File: src/rtl/pixel_ctrl_pkg.sv
// Shared definitions for the multi-player OLED pixel controller.
//   - RGB565 colour constants (player colours, grey, black)
//   - life-state enum for the per-player FSM
//   - OLED geometry and coordinate widths
//   - player_colour(): player index -> RGB565
package pixel_ctrl_pkg;

  localparam logic [15:0] COL_P0    = 16'h07E0;
  localparam logic [15:0] COL_P1    = 16'h001F;
  localparam logic [15:0] COL_P2    = 16'hFFE0;
  localparam logic [15:0] COL_P3    = 16'hF81F;
  localparam logic [15:0] COL_GREY  = 16'h8410;
  localparam logic [15:0] COL_BLACK = 16'h0000;

  localparam int unsigned OLED_W    = 96;
  localparam int unsigned OLED_H    = 64;
  localparam int unsigned COORD_W   = 8;
  localparam int unsigned PIX_IDX_W = 13;

  typedef enum logic [1:0] {
    ALIVE,
    DOWN,
    REVIVING
  } life_t;

  function automatic logic [15:0] player_colour(input int unsigned idx);
    case (idx)
      0:       return COL_P0;
      1:       return COL_P1;
      2:       return COL_P2;
      3:       return COL_P3;
      default: return COL_P0;
    endcase
  endfunction

endpackage

File: src/rtl/player_sprite.sv
// One player's sprite: position registers with edge clamping, the
// ALIVE/DOWN/REVIVING life FSM with its revive frame counter, and a
// combinational "covers the current pixel" flag.
// Ports:
//   i_clk, i_reset        pixel clock, synchronous active-high reset
//   i_step                movement tick
//   i_frame_end           last pixel of the frame is on the bus this cycle
//   i_btn_*               debounced direction buttons for this player
//   i_hit                 one-cycle knock-down pulse
//   i_revive_ok           an ALIVE teammate overlaps us and holds revive
//   i_px, i_py            current scan coordinate
//   o_covers              sprite covers (i_px, i_py)
//   o_alive/o_down/o_reviving  decoded life state
module player_sprite
  import pixel_ctrl_pkg::*;
#(
  parameter int unsigned PLAYER_IDX    = 0,
  parameter int unsigned SPRITE_SZ     = 8,
  parameter int unsigned DISP_W        = OLED_W,
  parameter int unsigned DISP_H        = OLED_H,
  parameter int unsigned REVIVE_FRAMES = 120
) (
  input  logic               i_clk,
  input  logic               i_reset,
  input  logic               i_step,
  input  logic               i_frame_end,
  input  logic               i_btn_up,
  input  logic               i_btn_down,
  input  logic               i_btn_left,
  input  logic               i_btn_right,
  input  logic               i_hit,
  input  logic               i_revive_ok,
  input  logic [COORD_W-1:0] i_px,
  input  logic [COORD_W-1:0] i_py,
  output logic               o_covers,
  output logic               o_alive,
  output logic               o_down,
  output logic               o_reviving
);

  localparam int unsigned RCNT_W = $clog2(REVIVE_FRAMES + 1);
  localparam logic [COORD_W-1:0] X_START = COORD_W'(4 + 16 * PLAYER_IDX);
  localparam logic [COORD_W-1:0] Y_START = COORD_W'((DISP_H - SPRITE_SZ) / 2);
  localparam logic [COORD_W-1:0] X_MAX   = COORD_W'(DISP_W - SPRITE_SZ);
  localparam logic [COORD_W-1:0] Y_MAX   = COORD_W'(DISP_H - SPRITE_SZ);
  localparam logic [RCNT_W-1:0]  RCNT_LAST = RCNT_W'(REVIVE_FRAMES);

  logic [COORD_W-1:0] r_x, r_y;
  life_t              r_state, w_state_nxt;
  logic [RCNT_W-1:0]  r_rcnt, w_rcnt_nxt;
  logic [COORD_W:0]   w_x_end, w_y_end;

  // Position: only ALIVE players move; opposing buttons cancel, edges saturate.
  always_ff @(posedge i_clk) begin
    if (i_reset) begin
      r_x <= X_START;
      r_y <= Y_START;
    end else if (i_step && r_state == ALIVE) begin
      if (i_btn_right && !i_btn_left && r_x < X_MAX)
        r_x <= r_x + 1'b1;
      else if (i_btn_left && !i_btn_right && r_x > '0)
        r_x <= r_x - 1'b1;
      if (i_btn_down && !i_btn_up && r_y < Y_MAX)
        r_y <= r_y + 1'b1;
      else if (i_btn_up && !i_btn_down && r_y > '0)
        r_y <= r_y - 1'b1;
    end
  end

  // Life FSM: state register
  always_ff @(posedge i_clk) begin
    if (i_reset) begin
      r_state <= ALIVE;
      r_rcnt  <= '0;
    end else begin
      r_state <= w_state_nxt;
      r_rcnt  <= w_rcnt_nxt;
    end
  end

  // Life FSM: next state. A hit always takes priority over a frame-boundary
  // transition. The counter is checked before incrementing, so revival lands
  // REVIVE_FRAMES boundaries after entering REVIVING.
  always_comb begin
    w_state_nxt = r_state;
    w_rcnt_nxt  = r_rcnt;
    case (r_state)
      ALIVE: begin
        if (i_hit) w_state_nxt = DOWN;
      end
      DOWN: begin
        if (!i_hit && i_frame_end && i_revive_ok) begin
          w_state_nxt = REVIVING;
          w_rcnt_nxt  = RCNT_W'(1);
        end
      end
      REVIVING: begin
        if (i_hit) begin
          w_state_nxt = DOWN;
          w_rcnt_nxt  = '0;
        end else if (i_frame_end) begin
          if (!i_revive_ok) begin
            w_state_nxt = DOWN;
            w_rcnt_nxt  = '0;
          end else if (r_rcnt == RCNT_LAST) begin
            w_state_nxt = ALIVE;
            w_rcnt_nxt  = '0;
          end else begin
            w_rcnt_nxt = r_rcnt + 1'b1;
          end
        end
      end
      default: begin
        w_state_nxt = ALIVE;
        w_rcnt_nxt  = '0;
      end
    endcase
  end

  // Life FSM: outputs
  always_comb begin
    o_alive    = (r_state == ALIVE);
    o_down     = (r_state == DOWN);
    o_reviving = (r_state == REVIVING);
  end

  // One extra bit so x + SPRITE_SZ cannot wrap at the right/bottom edge.
  assign w_x_end  = {1'b0, r_x} + (COORD_W + 1)'(SPRITE_SZ);
  assign w_y_end  = {1'b0, r_y} + (COORD_W + 1)'(SPRITE_SZ);
  assign o_covers = (i_px >= r_x) && ({1'b0, i_px} < w_x_end) &&
                    (i_py >= r_y) && ({1'b0, i_py} < w_y_end);

endmodule

File: src/rtl/multi_player_pixel_ctrl.sv
// Multi-player OLED pixel controller. Holds NUM_PLAYERS sprites, moves them
// from per-player buttons, tracks pairwise overlap per frame, runs the
// down/revive life FSMs and composites RGB565 pixel_data (1-cycle latency).
// Ports:
//   clk6p25m, reset            pixel clock, synchronous active-high reset
//   btn_up/down/left/right     per-player debounced direction levels
//   btn_revive                 per-player revive hold
//   hit                        per-player knock-down pulse
//   pixel_index                OLED scan index
//   pixel_data                 RGB565 for the previous cycle's index
//   is_collide                 two ALIVE sprites overlapped in last frame
//   player_down/player_reviving  per-player life state
module multi_player_pixel_ctrl
  import pixel_ctrl_pkg::*;
#(
  parameter int unsigned NUM_PLAYERS   = 2,
  parameter int unsigned SPRITE_SZ     = 8,
  parameter int unsigned DISP_W        = OLED_W,
  parameter int unsigned DISP_H        = OLED_H,
  parameter int unsigned MOVE_DIV      = 104167,
  parameter int unsigned REVIVE_FRAMES = 120
) (
  input  logic                   clk6p25m,
  input  logic                   reset,
  input  logic [NUM_PLAYERS-1:0] btn_up,
  input  logic [NUM_PLAYERS-1:0] btn_down,
  input  logic [NUM_PLAYERS-1:0] btn_left,
  input  logic [NUM_PLAYERS-1:0] btn_right,
  input  logic [NUM_PLAYERS-1:0] btn_revive,
  input  logic [NUM_PLAYERS-1:0] hit,
  input  logic [PIX_IDX_W-1:0]   pixel_index,
  output logic [15:0]            pixel_data,
  output logic                   is_collide,
  output logic [NUM_PLAYERS-1:0] player_down,
  output logic [NUM_PLAYERS-1:0] player_reviving
);

  localparam int unsigned STEP_W = (MOVE_DIV > 1) ? $clog2(MOVE_DIV) : 1;

  logic [STEP_W-1:0]  r_step_cnt;
  logic               w_step;
  logic               w_frame_end;
  logic [COORD_W-1:0] w_px, w_py;
  logic [3:0]         r_frame_cnt;
  logic [15:0]        r_pixel, w_pix;
  logic               r_collide, w_collide_any;

  logic [NUM_PLAYERS-1:0] w_covers, w_alive, w_down, w_reviving, w_revive_ok;
  logic [NUM_PLAYERS-1:0][NUM_PLAYERS-1:0] r_ov, w_ov_full;
  logic [15:0] w_colour [NUM_PLAYERS];

  assign w_step      = (r_step_cnt == STEP_W'(MOVE_DIV - 1));
  assign w_frame_end = (pixel_index == PIX_IDX_W'(DISP_W * DISP_H - 1));
  assign w_px        = COORD_W'(32'(pixel_index) % DISP_W);
  assign w_py        = COORD_W'(32'(pixel_index) / DISP_W);

  always_ff @(posedge clk6p25m) begin
    if (reset || w_step) r_step_cnt <= '0;
    else                 r_step_cnt <= r_step_cnt + 1'b1;
  end

  for (genvar g = 0; g < NUM_PLAYERS; g++) begin : g_player
    player_sprite #(
      .PLAYER_IDX   (g),
      .SPRITE_SZ    (SPRITE_SZ),
      .DISP_W       (DISP_W),
      .DISP_H       (DISP_H),
      .REVIVE_FRAMES(REVIVE_FRAMES)
    ) u_sprite (
      .i_clk       (clk6p25m),
      .i_reset     (reset),
      .i_step      (w_step),
      .i_frame_end (w_frame_end),
      .i_btn_up    (btn_up[g]),
      .i_btn_down  (btn_down[g]),
      .i_btn_left  (btn_left[g]),
      .i_btn_right (btn_right[g]),
      .i_hit       (hit[g]),
      .i_revive_ok (w_revive_ok[g]),
      .i_px        (w_px),
      .i_py        (w_py),
      .o_covers    (w_covers[g]),
      .o_alive     (w_alive[g]),
      .o_down      (w_down[g]),
      .o_reviving  (w_reviving[g])
    );

    // REVIVING blinks: player colour for 8 frames, grey for the next 8.
    assign w_colour[g] = (w_down[g] || (w_reviving[g] && r_frame_cnt[3]))
                         ? COL_GREY : player_colour(g);
  end

  // Overlap seen so far this frame, including the pixel on the bus now, so
  // the last pixel of the frame counts at the boundary.
  always_comb begin
    w_ov_full = r_ov;
    for (int unsigned i = 0; i < NUM_PLAYERS; i++)
      for (int unsigned j = 0; j < NUM_PLAYERS; j++)
        if (i != j && w_covers[i] && w_covers[j]) w_ov_full[i][j] = 1'b1;
  end

  always_ff @(posedge clk6p25m) begin
    if (reset || w_frame_end) r_ov <= '0;
    else                      r_ov <= w_ov_full;
  end

  always_comb begin
    w_collide_any = 1'b0;
    w_revive_ok   = '0;
    for (int unsigned i = 0; i < NUM_PLAYERS; i++)
      for (int unsigned j = 0; j < NUM_PLAYERS; j++) begin
        if (i < j && w_alive[i] && w_alive[j] && w_ov_full[i][j])
          w_collide_any = 1'b1;
        if (i != j && w_alive[j] && btn_revive[j] && w_ov_full[i][j])
          w_revive_ok[i] = 1'b1;
      end
  end

  // Lowest index wins: walk from the highest so lower indices overwrite.
  always_comb begin
    w_pix = COL_BLACK;
    for (int unsigned k = 0; k < NUM_PLAYERS; k++)
      if (w_covers[NUM_PLAYERS - 1 - k]) w_pix = w_colour[NUM_PLAYERS - 1 - k];
  end

  always_ff @(posedge clk6p25m) begin
    if (reset) begin
      r_pixel     <= COL_BLACK;
      r_collide   <= 1'b0;
      r_frame_cnt <= '0;
    end else begin
      r_pixel <= w_pix;
      if (w_frame_end) begin
        r_collide   <= w_collide_any;
        r_frame_cnt <= r_frame_cnt + 1'b1;
      end
    end
  end

  assign pixel_data      = r_pixel;
  assign is_collide      = r_collide;
  assign player_down     = w_down;
  assign player_reviving = w_reviving;

endmodule

File: config.mk
export PLATFORM = sky130hd
export DESIGN_NAME = multi_player_pixel_ctrl
export DESIGN_NICKNAME = d
export VERILOG_FILES = /design/src/rtl/pixel_ctrl_pkg.sv /design/src/rtl/player_sprite.sv /design/src/rtl/multi_player_pixel_ctrl.sv
export SDC_FILE = /design/constraint.sdc
export NUM_CORES = 1
export LEC_CHECK = 0
export CORE_AREA = 3 3 123 125
export CTS_CLUSTER_DIAMETER = 30
export CTS_CLUSTER_SIZE = 16
export DETAILED_ROUTE_END_ITERATION = 12
export DIE_AREA = 0 0 126 128
export PLACE_DENSITY_LB_ADDON = 0.05
export SLEW_MARGIN = 20
export SYNTH_ARGS = -nofsm -noshare
export SYNTH_HDL_FRONTEND = slang
export SYNTH_SLANG_ARGS = --single-unit
File: constraint.sdc
create_clock -name clk6p25m -period 7.15 [get_ports clk6p25m]
set_clock_uncertainty 0.1 [all_clocks]
set_input_delay 1.0725 -clock clk6p25m [delete_from_list [all_inputs] [get_ports clk6p25m]]
set_output_delay 1.0725 -clock clk6p25m [all_outputs]
set_load 0.02 [all_outputs]
# [After elaboration in Yosys (flattened, before gate mapping)]
# Cells that the tools add are included.
[word_totals] regBits=90 elab_cells=174 output_inout_bits=21
[classes] addsub=16 eq_ne=16 bitwise_logic=2 n_reduce_logical=65 mux=43 order_cmp=16 div=2
[op_table] op="7-bit two-way mux" count=10
[op_table] op="16-bit two-way mux" count=4
[op_table] op="8-bit two-way mux" count=8
[op_table] op="7-bit one-hot mux with 3 select lines" count=2
[op_table] op="1-bit logical AND" count=37
[op_table] op="8-bit by 4-bit adder with 9-bit output, second input constant" count=4
[op_table] op="8-bit by 9-bit < comparator with 1-bit output" count=4
[op_table] op="8-bit by 1-bit adder with 8-bit output, second input constant" count=4
[op_table] op="13-bit by 7-bit divider with 32-bit output, second input constant" count=1
[op_table] op="8-bit greater-or-equal comparator" count=4
[op_table] op="8-bit by 1-bit > comparator with 1-bit output, second input constant" count=4
[op_table] op="13-bit by 7-bit modulo with 32-bit output, second input constant" count=1
[op_table] op="8-bit by 1-bit subtractor with 8-bit output, second input constant" count=4
[op_table] op="2-bit two-way mux" count=12
[op_table] op="17-bit by 1-bit adder with 17-bit output, second input constant" count=1
[op_table] op="17-bit equality test, second input constant" count=1
[op_table] op="8-bit by 6-bit < comparator with 1-bit output, second input constant" count=2
[op_table] op="8-bit by 7-bit < comparator with 1-bit output, second input constant" count=2
[op_table] op="7-bit by 1-bit adder with 7-bit output, second input constant" count=2
[op_table] op="7-bit equality test, second input constant" count=2
[op_table] op="13-bit equality test, second input constant" count=1
[op_table] op="2-bit one-hot mux with 3 select lines" count=2
[op_table] op="1-bit zero test" count=10
[op_table] op="2-bit != test, second input constant" count=4
[op_table] op="other kinds (14)" count=34

# [Logic depth before layout (Yosys ltp)]
# Gate-level depths: netlist of the first run.
[logic_depth] depth_word=13 mapped_depth=23

# [By module]
# Synthesis of the first run repeated with hierarchy kept, for this count alone.
[hier_totals] hier_cells=878 area_unflattened_um2=7196.9
[by_module_without_submodules] mod="player_sprite at g_player[0].u_sprite" cells_each=303 area_each_um2=2514.9 instances=1 seq_area_each_um2=500.5
[by_module_without_submodules] mod="player_sprite at g_player[1].u_sprite" cells_each=304 area_each_um2=2504.9 instances=1 seq_area_each_um2=500.5
[by_module_without_submodules] mod="multi_player_pixel_ctrl" cells_each=271 area_each_um2=2177.1 instances=1 seq_area_each_um2=580.6

# [Least setup slack after synthesis of the first run]
# Ideal clock, no wire load.
[synth_timing] kind="input-to-reg" start="input pixel_index[11]" end="register g_player[1].u_sprite.r_rcnt[4]" arrival_time_ns=5.533 path_buffers=2 cell_stages=23 slack_ns=1.400 required_ns=6.933 cell_sequence="buf_4 clkbuf_1 ha_1 a21bo_2 a32oi_1 a21oi_2 nor2_1 mux2i_1 and3_2 o31ai_1 o2111a_1 xnor2_1 ha_1 o21a_1 o21a_1 o22ai_1 a2111oi_0 nand4_1 or2_2 o21ai_2 a41o_2 o21ai_0 a32o_1"
[synth_between] elab_chain_len=13
[synth_lines] element="start, declared" line_no="multi_player_pixel_ctrl.sv:31" rtl="input logic [PIX_IDX_W-1:0] pixel_index,"
[synth_lines] element="13-bit by 7-bit modulo with 32-bit output" line_no="multi_player_pixel_ctrl.sv:54" rtl="assign w_px = COORD_W'(32'(pixel_index) % DISP_W);"
[synth_lines] element="8-bit by 9-bit < comparator with 1-bit output or 8-bit greater-or-equal comparator (tied branches)" line_no="player_sprite.sv:130" rtl="assign o_covers = (i_px >= r_x) && ({1'b0, i_px} < w_x_end) &&"
[synth_lines] element="1-bit logical AND (2 in series)" line_no="player_sprite.sv:130"
[synth_lines] element="1-bit logical AND" line_no="player_sprite.sv:131" rtl="(i_py >= r_y) && ({1'b0, i_py} < w_y_end);"
[synth_lines] element="1-bit logical AND" line_no="multi_player_pixel_ctrl.sv:99" rtl="if (i != j && w_covers[i] && w_covers[j]) w_ov_full[i][j] = 1'b1;"
[synth_lines] element="1-bit two-way mux" line_no="multi_player_pixel_ctrl.sv:99"
[synth_lines] element="1-bit logical AND" line_no="multi_player_pixel_ctrl.sv:114" rtl="if (i != j && w_alive[j] && btn_revive[j] && w_ov_full[i][j])"
[synth_lines] element="1-bit two-way mux" line_no="multi_player_pixel_ctrl.sv:114"
[synth_lines] element="7-bit two-way mux" line_no="player_sprite.sv:102" rtl="if (!i_revive_ok) begin"
[synth_lines] element="7-bit two-way mux" line_no="player_sprite.sv:101" rtl="end else if (i_frame_end) begin"
[synth_lines] element="7-bit two-way mux" line_no="player_sprite.sv:98" rtl="if (i_hit) begin"
[synth_lines] element="7-bit one-hot mux with 3 select lines" line_no="player_sprite.sv:87" rtl="case (r_state)"
[synth_lines] element="end signal, assigned" line_no="player_sprite.sv:77" rtl="r_rcnt <= w_rcnt_nxt;"
[synth_lines] element="end, declared" line_no="player_sprite.sv:50" rtl="logic [RCNT_W-1:0] r_rcnt, w_rcnt_nxt;"
# Several ways; a longest one is shown, not always the timed one. The select of a mux whose other input is x is not followed.
# A chain may end at the register's enable or synchronous reset.

# [Worst setup path after layout of the first run]
[layout_timing] start="input pixel_index[10]" end="register g_player[1].u_sprite.r_rcnt[4]"
# Same word-level chain as after synthesis.

==> results of run 1 <==
metrics by stage:
stage,util (%),power [uW]
floorplan,-,832
global placement,53.9,925
detailed placement,53.9,938
CTS,55.8,1370
global route,55.9,1430
finish,55.9,1350
layer usage:
| metal | vias up | track usage [%] | routed length (um) |
|---|---|---|---|
| li1 | 3159 | - | - |
| met1 | 2942 | 27.8 | 8140 |
| met2 | 94 | 34.8 | 7680 |
| met3 | 17 | 3.88 | 509 |
| met4 | 0 | 4.67 | 215 |
| met5 | - | 0 | 0 |
cell type report:
class                      count  area [um^2]  share of cell area, %
timing repair buffer          51          485                   6.21
sequential                    79         1580                   20.2
clock inverter                 5         36.3                  0.464
clock buffer                  10          229                   2.93
tap                          180          225                   2.88
multi-input combinational    685         5020                   64.2
inverter                      65          244                   3.12
how the worst max path moves through the flow:
stage	from	endpoint	slack (ns)	cells past startpoint
finish	pixel_index[10]	g_player[1].u_sprite.r_rcnt[4]	0.62	21
global route	pixel_index[10]	g_player[0].u_sprite.r_rcnt[2]	0.16	21
CTS	pixel_index[10]	g_player[1].u_sprite.r_rcnt[4]	0.66	21
detailed placement	pixel_index[10]	g_player[1].u_sprite.r_rcnt[4]	0.32	21
global placement	pixel_index[10]	g_player[1].u_sprite.r_rcnt[3]	0.59	21
floorplan	pixel_index[11]	g_player[1].u_sprite.r_rcnt[4]	1.40	23
flip-flops by register name, indices dropped and copies added (netlist names):
signal,flops
pixel_data,5
g_player.u_sprite.r_state,4
g_player.u_sprite.r_y,16
r_frame_cnt,4
g_player.u_sprite.r_rcnt,14
r_ov,2
r_step_cnt,17
is_collide,1
g_player.u_sprite.r_x,16
report_power, final:
part / internal (uW) / switching [uW]
Combinational: 200 / 267
Clock: 234 / 184
Sequential: 454 / 12.0
Total: 887 / 463
kinds of logic (layout without fill, tap and decap cells):
logic type               count (synthesis)  after routing  share of synthesized area (%)
AO/OA/AOI/OAI                          212            212                           21.6
XOR/XNOR                                53             53                           6.83
other                                    1              4                         0.0530
flip-flops                              79             79                           22.4
adder cells (fa/ha/maj)                 94             94                           17.1
AND/OR/NAND/NOR                        306            306                           22.8
multiplexers                            16             16                           2.37
buffers and inverters                  111            131                           6.97
worst max-delay path: stages:
cell             delay, ns
clkdlybuf4s50_1       0.84
and2b_1               0.28
a32oi_1               0.39
a21oi_2               0.15
nor2_1                0.28
mux2i_1               0.12
and3_2                0.23
o31ai_1               0.18
o2111a_1              0.29
xnor2_1               0.25
ha_1                  0.25
o21a_1                0.13
o21a_1                0.11
o22ai_1               0.08
a2111oi_0             0.43
nand4_1               0.27
or2_2                 0.39
o21ai_2               0.22
a41o_2                0.32
o21ai_0               0.11
a32o_1                0.26
synthesized netlist by cell type, types with 3 or more instances:
library cell	n	area (um^2)
nor4_1	15	93.8
inv_1	64	240
buf_4	18	135
a211oi_1	5	37.5
nand4_1	14	87.6
clkbuf_1	25	93.8
o21ai_0	28	140
xnor2_1	29	254
nor2b_1	14	87.6
and2b_1	3	22.5
nor3b_1	9	67.6
a311oi_1	4	35.0
nand3_1	27	135
a21oi_1	60	300
o211ai_1	13	97.6
o31a_1	3	26.3
a21o_1	17	128
and3_1	10	62.6
a32oi_1	5	43.8
fa_1	4	80.1
or4_1	4	30.0
xor2_1	23	201
o21bai_1	6	45.0
mux2i_1	13	130
and2_1	4	25.0
nor2_1	94	353
nand2b_1	13	81.3
nand2_1	55	206
nor3_1	16	80.1
o21ai_1	8	40.0
ha_1	90	1130
a31oi_1	5	31.3
o32ai_1	3	26.3
o21a_1	7	52.6
dfxtp_1	79	1580
or2_2	3	18.8
a32o_1	8	80.1
==> key figures, run 1 <==
Run status
  – Status: complete, no violations

Clock tree
  – Reg clk slew, reported paths: 0.06 ns
  – H-tree depth: 3
  – Clk_lat worst skew: 0.34 ns
  – CTS root buffer: clkbuf_16
  – Post-CTS Setup Inserts: 0
  – Clk sinks: 79
  – Post-CTS Hold Fix Bufs: 0
  – Num CTS Buffers: 9
  – CTS tree: yes
  – Post-CTS sizing: 0
  – CTS Buffer Depth: 2

Power
  – VDD IR max: 0.121 mV
  – Power density cells: 173 mW/mm^2
  – Pleak: 0.00328 uW

Route
  – Drt initial violations: 383
  – Avg WL per Cell: 15.4 um
  – Vias/cell: 5.78
  – Via count: 6212
  – ANT nets after route: 0
  – First drt pass iteration count: 5
  – Residual DRC: 0
  – Final wirelength: 16500 um

Worst hold path
  – WHS Endpoint: is_collide
  – Hold Crit Class: reg2reg
  – Worst hold stages: 2
  – Worst hold start: is_collide

Timing
  – Hold Slack: 0.351 ns
  – Hold Vio Cnt, Final: 0
  – Setup Viol. Count Final: 0
  – Worst-Margin Slew: 1.02 ns
  – Final period utilization: 91.3%
  – Min setup slack post-route: 0.624 ns
  – Fmax: 0.153 GHz
  – Setup tns final: 0 ns
  – Slew headroom: 31.9%
  – RSZ-0062 raised after global routing: no
  – Final min period: 6.53 ns
  – Max-slew violations: 0

Worst setup path
  – RR Endpoint: g_player[1].u_sprite.r_rcnt[4]
  – Signal arrival time at the worst endpoint: 6.65 ns
  – Worst R2R Setup Slack: 3.68 ns
  – Max FO, Critical Path: 13
  – WS Path Type: in2reg
  – CP required: 7.28 ns
  – RR Startpoint: g_player[1].u_sprite.r_x[3]
  – Crit start category: input port
  – R2r worst-path depth: 13
  – Setup crit end kind: flop

Final layout
  – Non-filler cells in the finished layout: 1075
  – Commonest non-fill, non-tap cell in the layout: nor2_1
  – Design area: 0.00782 mm^2
  – # diodes: 0
  – Layout cell share with drive strength beyond 1: 7.04%
  – Fillers: 1338
  – Commonest non-fill, non-tap cells in the layout: nor2_1 (94), ha_1 (90), dfxtp_1 (79)
  – Area grow syn2layout: 10.6%
  – Final net count: 1012

Place
  – Final HPWL from detailed placement: 12600 um
  – Final GP Congestion: 0.877
  – Placed cell areas: 0.00755 mm^2
  – Dpl cells: 1060
  – PortBufs: 43
  – Place WS: 0.322 ns

Global route
  – First-pass GRT wire length: 28000 um
  – GRT overflow: 0
  – Vias in the first global route: 5827
  – Initial antenna violation count: 0
  – Largest net degree at the start of global routing: 56
  – Global-route usage over all layers: 20.7%

Synth
  – Avg Cell Area, Syn: 8.11 um^2
  – Sequential fraction of the synthesis area: 22.4%
  – Synthesized flop and latch total: 79
  – Unique masters post-synth: 95
  – Post-synth ARST share: 0%
  – Main synth FF type: dfxtp_1
  – Synth Instances: 872
  – Number of synthesized flops with an enable pin: 0
  – Post-Syn Area: 0.00707 mm^2
  – Synth warn: 0

Flow run
  – Max-cap viol count: 0

Die
  – # IOs: 48
  – Die Y: 128 um
  – Standard-cell row count: 43
  – Die area: 0.0161 mm^2
  – Die W: 126 um
  – Core area: 0.0140 mm^2
  – Initial core utilization: 50.6%
Power figures use the tool's default switching activity.
==> run 2: changes to the inputs <==
Settings changed: PLACE_DENSITY set to 0.77, PLACE_DENSITY_LB_ADDON 0.05 to unset, RECOVER_POWER set to 100.
==> run 2 against run 1 <==
Sequential cell count unchanged; first-iteration DRC count increased by 55%; cell count about the same; largest power group is now registers; count of clock-buffer cells in the layout increased by 3; routed wire length is 3.0% lower; largest cell class unchanged.
==> key figures, run 2 (synthesis gave the netlist of run 1 again) <==
Worst setup path
  – Crit start category: input port
  – Max FO, Critical Path: 13
  – Setup crit end kind: flop
  – CP dominant cell by count: o21a_1
  – WS Path Type: in2reg
  – RR Startpoint: g_player[1].u_sprite.r_x[3]
  – Signal arrival time at the worst endpoint: 6.57 ns
  – Max incr delay on CP: 0.91 ns
  – Worst R2R Setup Slack: 3.64 ns
  – CP cell instances: dlygate4sd3_1 -> and2b_1 -> a32oi_1 -> a21oi_1 -> nor2_1 -> mux2i_1 -> and3_2 -> o31ai_1 -> o2111a_1 -> xnor2_1 -> ha_1 -> o21a_1 -> o21a_1 -> o22ai_1 -> a2111oi_0 -> nand4_1 -> or2_2 -> o21ai_2 -> a41o_1 -> o21ai_0 -> a32o_1
  – Slowest-stage cell, CP: dlygate4sd3_1
  – CP required: 7.29 ns
  – Crit path from: pixel_index[10]
  – R2r worst-path depth: 13
  – CP Capture Point: g_player[1].u_sprite.r_rcnt[4]
  – RR Endpoint: g_player[1].u_sprite.r_rcnt[4]

Route
  – Residual DRC: 0
  – Vias/cell: 5.83
  – Final wirelength: 16100 um
  – Avg WL per Cell: 14.9 um
  – Via count: 6273
  – Drt initial violations: 595
  – First drt pass iteration count: 5
  – ANT nets after route: 0

Power
  – Clock share of power: 33.4%
  – Pleak: 0.00332 uW
  – Combinational Power Share: 32.7%
  – Sequential power share: 33.9%
  – VDD IR max: 0.150 mV
  – Internal: 924 uW
  – P_sw: 452 uW
  – Power density cells: 176 mW/mm^2
  – Net Sw Frac: 32.8%

Final layout
  – Non-filler cells in the finished layout: 1076
  – Final net count: 1012
  – Area grow syn2layout: 10.2%
  – # diodes: 0
  – Max FFs per register: 17
  – Layout cell share with drive strength beyond 1: 5.69%
  – Largest Register: r_step_cnt
  – Commonest non-fill, non-tap cell in the layout: nor2_1
  – Largest regs: r_step_cnt x17, g_player.u_sprite.r_x x16, g_player.u_sprite.r_y x16
  – Commonest non-fill, non-tap cells in the layout: nor2_1 (94), ha_1 (90), dfxtp_1 (79)

Clock tree
  – Clk_lat worst skew: 0.34 ns
  – CTS root buffer: clkbuf_16
  – Clk sinks: 79
  – Post-CTS sizing: 0
  – Post-CTS Hold Fix Bufs: 0
  – H-tree depth: 3
  – Reg clk slew, reported paths: 0.06 ns
  – Num CTS Buffers: 9
  – CTS tree: yes
  – CTS Buffer Depth: 2
  – Post-CTS Setup Inserts: 0

Global route
  – Largest net degree at the start of global routing: 56
  – Vias in the first global route: 5810
  – Initial antenna violation count: 0
  – First-pass GRT wire length: 27200 um
  – Global-route usage over all layers: 20.1%
  – GRT overflow: 0

Place
  – Final GP Congestion: 0.927
  – PortBufs: 43
  – Final HPWL from detailed placement: 12000 um
  – Dpl cells: 1060

Timing
  – Setup Viol. Count Final: 0
  – Worst-Margin Slew: 0.965 ns
  – Final min period: 6.43 ns
  – Final period utilization: 89.9%
  – Max-slew violations: 0
  – RSZ-0062 raised after global routing: no
  – Setup tns final: 0 ns
  – Slew headroom: 35.4%
  – Hold Vio Cnt, Final: 0
  – Fmax: 0.156 GHz

Die
  – Die area: 0.0161 mm^2
  – Die W: 126 um
  – Standard-cell row count: 43
  – Initial core utilization: 50.6%
  – Core area: 0.0140 mm^2
  – Die Y: 128 um
  – # IOs: 48

Flow run
  – Max-cap viol count: 0

Run status
  – Status: complete, no violations

Worst hold path
  – Hold Crit Class: reg2reg
## run 2: cell count changes in the layout (fill, tap and decap cells not counted), sizes merged
| cell | previous run | this run |
|---|---|---|
| bufinv | 0 | 1 |
| clkinv | 5 | 1 |
| clkinvlp | 0 | 1 |
| clkbuf | 10 | 17 |
| dlygate4sd3 | 0 | 23 |
| buf | 9 | 5 |
| clkdlybuf4s50 | 42 | 19 |
## run 2: how the worst min path moves through the flow
stage               endpoint  slack [ns]           from  depth (start not counted)
4_1_cts           is_collide        0.36     is_collide                          2
5_1_grt           is_collide        0.37     is_collide                          2
2_1_floorplan  r_step_cnt[0]        0.34  r_step_cnt[0]                          1
3_3_place_gp      is_collide        0.34     is_collide                          2
3_5_place_dp      is_collide        0.35     is_collide                          2
6_report          is_collide        0.36     is_collide                          2
## run 2: metrics by stage
stage	power, uW	setup WS [ns]	hold slack (ns)	utilization [%]	instance area (um^2)
after global routing	1450	0.212	0.369	55.7	7800
after detailed placement	932	0.553	0.350	53.9	7550
after floorplan	832	1.40	0.341	-	7080
after global placement	925	0.674	0.343	53.9	7550
after CTS	1400	0.900	0.362	56.0	7840
final	1380	0.724	0.359	55.7	7800
## run 2: critical path: cells and delay by family
kind | cells | cell delay, ns
compound gates | 12 | 2.61
xor+xnor | 1 | 0.24
fa+ha+maj | 1 | 0.26
buf+inv | 1 | 0.91
mux | 1 | 0.11
simple gates | 5 | 1.34
## run 2: cell type report
cell class | count | area (um^2)
Clock buffer | 13 | 250
Clock inverter | 3 | 42.5
Fill cell | 1276 | 6190
Inverter | 65 | 244
Multi-Input combinational cell | 685 | 4980
Sequential cell | 79 | 1580
Tap cell | 180 | 225
Timing Repair Buffer | 51 | 470
## run 2: metal layers
metal | track usage [%] | part of all wire, % | routed length (um)
met1 | 26.7 | 48 | 7670
met4 | 4.98 | 1.3 | 201
met2 | 33.5 | 47 | 7520
met3 | 3.96 | 4.1 | 665
met5 | 0 | 0 | 0
## run 2: power by group through the flow
stage	clock, uW	combinational, uW	sequential (uW)
4_1_cts	471	462	466
2_1_floorplan	0	356	476
3_5_place_dp	0	456	476
5_1_grt	487	497	469
6_report	460	450	466
3_3_place_gp	0	450	475
==> run 3: changes to the inputs <==
--- a/config.mk
+++ b/config.mk
@@ -7,3 +7,3 @@
 export LEC_CHECK = 0
-export CORE_AREA = 3 3 123 125
+export CORE_AREA = 3 3 113 115
 export CTS_CLUSTER_DIAMETER = 30
@@ -11,4 +11,5 @@
 export DETAILED_ROUTE_END_ITERATION = 12
-export DIE_AREA = 0 0 126 128
-export PLACE_DENSITY = 0.77
+export DIE_AREA = 0 0 116 118
+export GPL_ROUTABILITY_DRIVEN = 1
+export PLACE_DENSITY = 0.88
 export RECOVER_POWER = 100
==> constraint.sdc (replaced) <==
create_clock -name clk6p25m -period 7.15 [get_ports clk6p25m]
set_clock_uncertainty 0.1 [all_clocks]
set_input_delay 1.7875 -clock clk6p25m [delete_from_list [all_inputs] [get_ports clk6p25m]]
set_output_delay 1.7875 -clock clk6p25m [all_outputs]
set_load 0.02 [all_outputs]
==> run 3 against run 2 <==
The run now ends with capacitance limit, slew limit left; largest cell class unchanged; critical path depth fell by 2; clock power fell by 6.1%; largest power group is now combinational cells; final area rose by 1.1%.
==> key figures, run 3 (synthesis gave the netlist of run 1 again) <==
Run status
  – Status: finished, violations left
  – Failing checks: capacitance limit, slew limit

Route
  – Vias/cell: 6.00
  – Avg WL per Cell: 15.1 um
  – First drt pass iteration count: 5
  – ANT nets after route: 0
  – Via count: 6326
  – Drt initial violations: 464
  – Final wirelength: 16000 um
  – Residual DRC: 0

Clock tree
  – Num CTS Buffers: 9
  – CTS root buffer: clkbuf_16
  – H-tree depth: 3
  – Clk sinks: 79
  – Post-CTS Setup Inserts: 0
  – Post-CTS Hold Fix Bufs: 0
  – Reg clk slew, reported paths: 0.06 ns
  – CTS tree: yes
  – Clk_lat worst skew: 0.35 ns
  – CTS Buffer Depth: 2

Global route
  – First-pass GRT wire length: 26600 um
  – Global-route usage over all layers: 23.5%
  – Initial antenna violation count: 0
  – GRT overflow: 0
  – Largest net degree at the start of global routing: 56
  – Vias in the first global route: 5957

Final layout
  – Max FFs per register: 17
  – FF+latch area: 0.00158 mm^2
  – Non-filler cells in the finished layout: 1054
  – Largest regs: r_step_cnt x17, g_player.u_sprite.r_x x16, g_player.u_sprite.r_y x16
  – # diodes: 0
  – Commonest non-fill, non-tap cells in the layout: nor2_1 (94), ha_1 (89), dfxtp_1 (79)
  – Final net count: 1024
  – Commonest non-fill, non-tap cell in the layout: nor2_1
  – Fillers: 954
  – Area grow syn2layout: 11.4%
  – Multi-input logic area: 0.00503 mm^2
  – Largest Register: r_step_cnt
  – Layout cell share with drive strength beyond 1: 8.05%

Worst setup path
  – WS Path Type: in2reg
  – CP cell instances: clkdlybuf4s50_1 -> ha_2 -> and4bb_1 -> o221ai_2 -> nand3_1 -> o211a_1 -> mux2_4 -> or3_2 -> ha_1 -> o21a_1 -> o21a_1 -> o22ai_1 -> a2111oi_1 -> nand4_1 -> nor2_1 -> a21oi_2 -> or3b_1 -> o21ai_0 -> a32o_1
  – CP dominant cell by count: o21a_1
  – Slowest-stage cell, CP: or3_2
  – Max incr delay on CP: 0.55 ns
  – Crit start category: input port
  – Max FO, Critical Path: 8
  – Setup crit end kind: flop
  – Crit path buf inv count: 1
  – Signal arrival time at the worst endpoint: 7.13 ns
  – CP required: 7.34 ns
  – Largest delay contributor family on the critical path: simple AND/OR/NAND/NOR gates

Die
  – Die area: 0.0137 mm^2
  – Standard-cell row count: 40
  – # IOs: 48
  – Die W: 116 um
  – Initial core utilization: 59.4%
  – Die Y: 118 um
  – Core area: 0.0119 mm^2

Timing
  – Max-slew violations: 67
  – Final min period: 6.94 ns
  – Slew headroom: -68.0%
  – Final period utilization: 97.0%
  – RSZ-0062 raised after global routing: no
  – Setup Viol. Count Final: 0
  – Hold Vio Cnt, Final: 0
  – Fmax: 0.144 GHz
  – Worst-Margin Slew: 2.52 ns
  – Hold Slack: 0.381 ns

Worst hold path
  – Hold Crit Class: reg2reg

Place
  – Dpl cells: 1039
  – Final GP Congestion: 0.878
  – Final HPWL from detailed placement: 11900 um
  – PortBufs: 43

Power
  – Pleak: 0.00338 uW
  – Power density cells: 175 mW/mm^2
  – VDD IR max: 0.153 mV

Flow run
  – Max-cap viol count: 2
[run 3: changes by cell type in the layout (fill, tap and decap cells not counted), sizes merged]
cell	previous run	this run
buf	5	20
bufinv	1	0
clkbuf	17	11
clkdlybuf4s50	19	20
clkinv	1	2
clkinvlp	1	2
dlygate4sd3	23	22
inv	65	66
[run 3: worst paths after layout]
kind,cells past startpoint,end,slack [ns],from
min,1,r_step_cnt[0],0.38,r_step_cnt[0]
min reg2reg,1,r_step_cnt[0],0.38,r_step_cnt[0]
max,19,g_player[0].u_sprite.r_rcnt[2],0.21,pixel_index[11]
max reg2reg,13,g_player[0].u_sprite.r_rcnt[2],3.63,g_player[1].u_sprite.r_x[3]
[run 3: through the flow]
stage                     setup WS, ns  utilization [%]  cell area [um^2]  TNS (ns)  total power [uW]
after floorplan                  0.685                -              7080         0               832
after global placement           0.145             63.8              7590         0               930
after detailed placement       -0.0477             63.8              7590    -0.224               947
after CTS                        0.193             66.1              7870         0              1380
after global routing           0.00870             66.2              7880         0              1450
final                            0.212             66.2              7880         0              1380
[run 3: per-layer routing]
layer  GRT usage (%)  wire, um  vias up
li1                -         -     3188
met1            29.3      7090     2966
met2            39.1      7750      138
met3            5.09       694       34
met4            8.92       407        0
met5               0         0        -
[run 3: what timing repair did]
item	4_1_cts	5_1_grt
setup endpoints to repair	0	16
endpoints found under the hold margin	0	0
resized for setup	0	7
[run 3: report_power, final]
part           internal (uW)  total [uW]  switching, uW  leakage (uW)
clock network            242         432            189      0.000131
registers                454         467           13.7      0.000638
logic                    206         482            276       0.00262
[run 3: area by class of cell]
type | count | area share (%)
Multi-Input combinational cell | 685 | 63.8
Sequential cell | 79 | 20.1
Timing Repair Buffer | 63 | 7.26
Inverter | 65 | 3.10
Clock buffer | 10 | 3.03
Tap cell | 147 | 2.33
Clock inverter | 5 | 0.429
